**src/rtl/ram8_bank.sv**
```systemverilog
// Hack RAM8: eight WIDTH-bit registers built from Bit cells, a DMux tree that steers
// load to a single word, and a Mux8Way16-style tree that returns word[address].

module ram8_dmux (
    input  logic in,
    input  logic sel,
    output logic a,
    output logic b
);
    assign a = in & ~sel;
    assign b = in & sel;
endmodule

module ram8_mux2 #(
    parameter int WIDTH = 16
) (
    input  logic [WIDTH-1:0] a,
    input  logic [WIDTH-1:0] b,
    input  logic             sel,
    output logic [WIDTH-1:0] out
);
    assign out = sel ? b : a;
endmodule

module ram8_bit (
    input  logic clk,
    input  logic reset_n,
    input  logic in,
    input  logic load,
    output logic out
);
    logic d;

    // Without load, the DFF recirculates its own value.
    assign d = load ? in : out;

    always_ff @(posedge clk or negedge reset_n) begin
        if (!reset_n) out <= 1'b0;
        else          out <= d;
    end
endmodule

module ram8_register #(
    parameter int WIDTH = 16
) (
    input  logic             clk,
    input  logic             reset_n,
    input  logic [WIDTH-1:0] in,
    input  logic             load,
    output logic [WIDTH-1:0] out
);
    for (genvar i = 0; i < WIDTH; i++) begin : g_bit
        ram8_bit u_bit (
            .clk(clk), .reset_n(reset_n), .in(in[i]), .load(load), .out(out[i])
        );
    end
endmodule

module ram8_bank #(
    parameter int WIDTH = 16
) (
    input  logic             clk,
    input  logic             reset_n,
    input  logic [WIDTH-1:0] in,
    input  logic             load,
    input  logic [2:0]       address,
    output logic [WIDTH-1:0] out
);
    logic [1:0]       ld1;
    logic [3:0]       ld2;
    logic [7:0]       word_load;
    logic [WIDTH-1:0] word [8];
    logic [WIDTH-1:0] rd1  [4];
    logic [WIDTH-1:0] rd2  [2];

    // Load decode: address[2] first, then [1], then [0]; index k of each level
    // equals the address bits consumed so far.
    ram8_dmux u_ld0 (.in(load), .sel(address[2]), .a(ld1[0]), .b(ld1[1]));

    for (genvar i = 0; i < 2; i++) begin : g_ld1
        ram8_dmux u_dm (.in(ld1[i]), .sel(address[1]), .a(ld2[2*i]), .b(ld2[2*i+1]));
    end

    for (genvar j = 0; j < 4; j++) begin : g_ld2
        ram8_dmux u_dm (.in(ld2[j]), .sel(address[0]), .a(word_load[2*j]), .b(word_load[2*j+1]));
    end

    for (genvar k = 0; k < 8; k++) begin : g_word
        ram8_register #(.WIDTH(WIDTH)) u_reg (
            .clk(clk), .reset_n(reset_n), .in(in), .load(word_load[k]), .out(word[k])
        );
    end

    // Read tree: address[0] pairs adjacent words, then [1], then [2].
    for (genvar k = 0; k < 4; k++) begin : g_rd1
        ram8_mux2 #(.WIDTH(WIDTH)) u_mx (
            .a(word[2*k]), .b(word[2*k+1]), .sel(address[0]), .out(rd1[k])
        );
    end

    for (genvar k = 0; k < 2; k++) begin : g_rd2
        ram8_mux2 #(.WIDTH(WIDTH)) u_mx (
            .a(rd1[2*k]), .b(rd1[2*k+1]), .sel(address[1]), .out(rd2[k])
        );
    end

    ram8_mux2 #(.WIDTH(WIDTH)) u_rd3 (
        .a(rd2[0]), .b(rd2[1]), .sel(address[2]), .out(out)
    );
endmodule

```
**config.mk**
```make
export PLATFORM = sky130hd
export DESIGN_NAME = ram8_bank
export DESIGN_NICKNAME = d
export VERILOG_FILES = /design/src/rtl/ram8_bank.sv
export SDC_FILE = /design/constraint.sdc
export NUM_CORES = 1
export LEC_CHECK = 0
export ABC_CLOCK_PERIOD_IN_PS = 4200
export BUFFER_PORTS_ARGS = -buffer_cell sky130_fd_sc_hd__buf_2
export CAP_MARGIN = 30
export CORE_ASPECT_RATIO = 0.7
export CORE_UTILIZATION = 63
export CTS_CLUSTER_DIAMETER = 40
export DETAILED_ROUTE_END_ITERATION = 8
export GPL_ROUTABILITY_DRIVEN = 0
export PLACE_DENSITY = 0.82
export SLEW_MARGIN = 30
export SYNTH_ARGS = -nofsm -noshare
export SYNTH_HDL_FRONTEND = slang
export SYNTH_SLANG_ARGS = --single-unit
export TNS_END_PERCENT = 1
```
**constraint.sdc**
```tcl
create_clock -name clk -period 4.2 [get_ports clk]
set_input_delay 0.42 -clock clk [delete_from_list [all_inputs] [get_ports clk]]
set_output_delay 0.42 -clock clk [all_outputs]
set_load 0.1 [all_outputs]
```
==> metrics.yaml <==
drt_first_iter_violations: 155
whs_ns: 0.347
avgSynthCellArea_um2: 18.0
cp-start-kind: "input port"
final-hold-violation-count: 0
fin_nets: 397
powerDensity_mw_per_mm2: 602
largest_register_ffs: 128
antenna_left: 0
dpl.cell_count: 479
post-dp-hpwl_um: 6380
crit_type: "input port to primary output"
antenna_found_initial: 1
worstRegToRegCells: 1
route.detailed.drc: 0
synthToLayoutAreaGrowth_pct: 14.0
r2r-start: "g_word[2].u_reg.g_bit[5].u_bit.out"
drv_slew: 0
synth_seq_cells: 128
status: "completed"
grt_overflow: 0
final-setup-viol-count: 0
hold_depth: 2
period_minus_slack_ns: 2.93
grt_usage_pct: 25.3
synthCells: 334
syn-num-nets: 356
core_area_mm2: 0.00914
ys_types: 14
io_buffers: 37
clk_pin_slew_ns: 0.05
tns_ns: 0
cap_viol_max_count: 0
period_share_pct: 69.9
fmax_mhz: 341
clock_sinks: 128
clock_tree.buffer_depth: 2
die_h_um: 83.7
rr_endpoint: "g_word[2].u_reg.g_bit[5].u_bit.out"
cts-root-buf: "clkbuf_16"
regMostFlops: "g_word.u_reg.g_bit.u_bit.out"
final_cell_mix: "143 x mux2_2, 128 x dfrtp_1, 35 x buf_2"
numCtsBuffers: 17
required_ns: 3.78
grt_max_degree: 51
ys_seq_area_share_pct: 53.4
stdcell_count: 512
cp-end-kind: "primary output"
reg.largest.list: "g_word.u_reg.g_bit.u_bit.out x128"
rows: 29
via_per_inst: 6.15
die_w_um: 119
cts_tree: "built"
io_pins: 38
worstSkewPairLatency_ns: 0.40
final_common_cell: "mux2_2"
start_util_pct: 65.6
p_leak_nw: 3.04
worstHoldPathType: "input port to flip-flop"
ys_warn_count: 0
worstHoldStart: "in[15]"
die_area_mm2: 0.00993
worst_slew_pin_slew_ns: 0.843
worstPathArrival_ns: 2.51
grt_pass1_vias: 3277
vias: 3149
rsz0062_at_grt: "no"
grt_pass1_wl_um: 18400
crit_path_max_fanout: 29
max_slew_margin_pct: 43.8
wl_per_cell_um: 21.9
firstDrtPassIters: 4
htree_levels: 4
peakVddDrop_uv: 349
diodes: 0
routed_wl_um: 11200
drive_above_1_share_pct: 58.5
syn_area_mm2: 0.00600
worstHoldEndpoint: "g_word[7].u_reg.g_bit[15].u_bit.out"
skew_ns: 0
ff2ff_setup_slack_ns: 3.40
## metal layers
layer	routed length, µm	up-vias	global-route usage [%]	share of wire (%)
met3	472	2	6.42	4.2
met1	5290	1687	35.4	47
met2	5400	64	39.4	48
li1	-	1396	-	-
met4	40	0	7.94	0.36
met5	0	-	0	0
## cell usage after synthesis
cell type | number | area share (%)
and4bb_2 | 3 | 0.63
nand4b_4 | 3 | 1.2
mux4_1 | 30 | 13
nor4b_4 | 1 | 0.40
mux4_2 | 2 | 0.75
mux2_2 | 143 | 27
mux2_1 | 1 | 0.19
buf_2 | 9 | 0.75
buf_4 | 4 | 0.50
buf_6 | 7 | 1.3
dfrtp_1 | 128 | 53
nand4_4 | 1 | 0.35
buf_12 | 1 | 0.33
buf_8 | 1 | 0.25
## cell families (layout without fill, tap and decap cells)
| logic type | Yosys count | count (layout) | synth area share, % |
|---|---|---|---|
| mux | 176 | 176 | 40.9 |
| flops | 128 | 128 | 53.4 |
| buf+inv | 22 | 76 | 3.15 |
| simple gates | 8 | 8 | 2.56 |
## repair_timing
| item | in CTS | in global routing |
|---|---|---|
| hold buffers | 1 | 0 |
| endpoints found under the hold margin | 28 | 0 |
| setup buffers | 0 | 0 |
| gates resized for setup | 0 | 0 |
## through the flow
step                utilization (%)  power [W]  setup slack [ns]  area (µm²)
floorplan                         -    0.00241              2.05        6000
global placement               67.8    0.00255              1.21        6200
detailed placement             67.8    0.00259              1.18        6200
CTS                            74.8    0.00416              1.16        6840
global route                   74.8    0.00428              1.19        6840
finish                         74.8    0.00412              1.27        6840
## report_power, final
| part | leakage [nW] | switching (W) | internal (W) |
|---|---|---|---|
| Combinational | 1.20 | 0.000548 | 0.000397 |
| Clock | 0.309 | 0.000508 | 0.00103 |
| Sequential | 1.54 | 0.000125 | 0.00151 |
## critical path: stages
cell	delay, ns
buf_2	0.64
buf_4	0.29
mux4_1	0.57
mux2_2	0.28
buf_2	0.29
## worst max-delay path by stage
stage               startpoint       to  slack (ns)  cells past startpoint
floorplan           address[2]   out[0]        2.05                      5
global placement    address[0]  out[11]        1.21                      5
detailed placement  address[0]  out[11]        1.18                      5
CTS                 address[0]  out[11]        1.16                      5
global route        address[2]   out[3]        1.19                      5
finish              address[2]   out[3]        1.27                      5
## layout make-up
cell class | instances | area [µm²]
well taps | 124 | 155
fillers | 549 | 2300
multi-input cells | 184 | 2610
repair buffers | 44 | 245
clock buffers | 21 | 470
flip-flops and latches | 128 | 3200
clock inverters | 11 | 160
No activity file was read; power rests on OpenSTA's default activity.
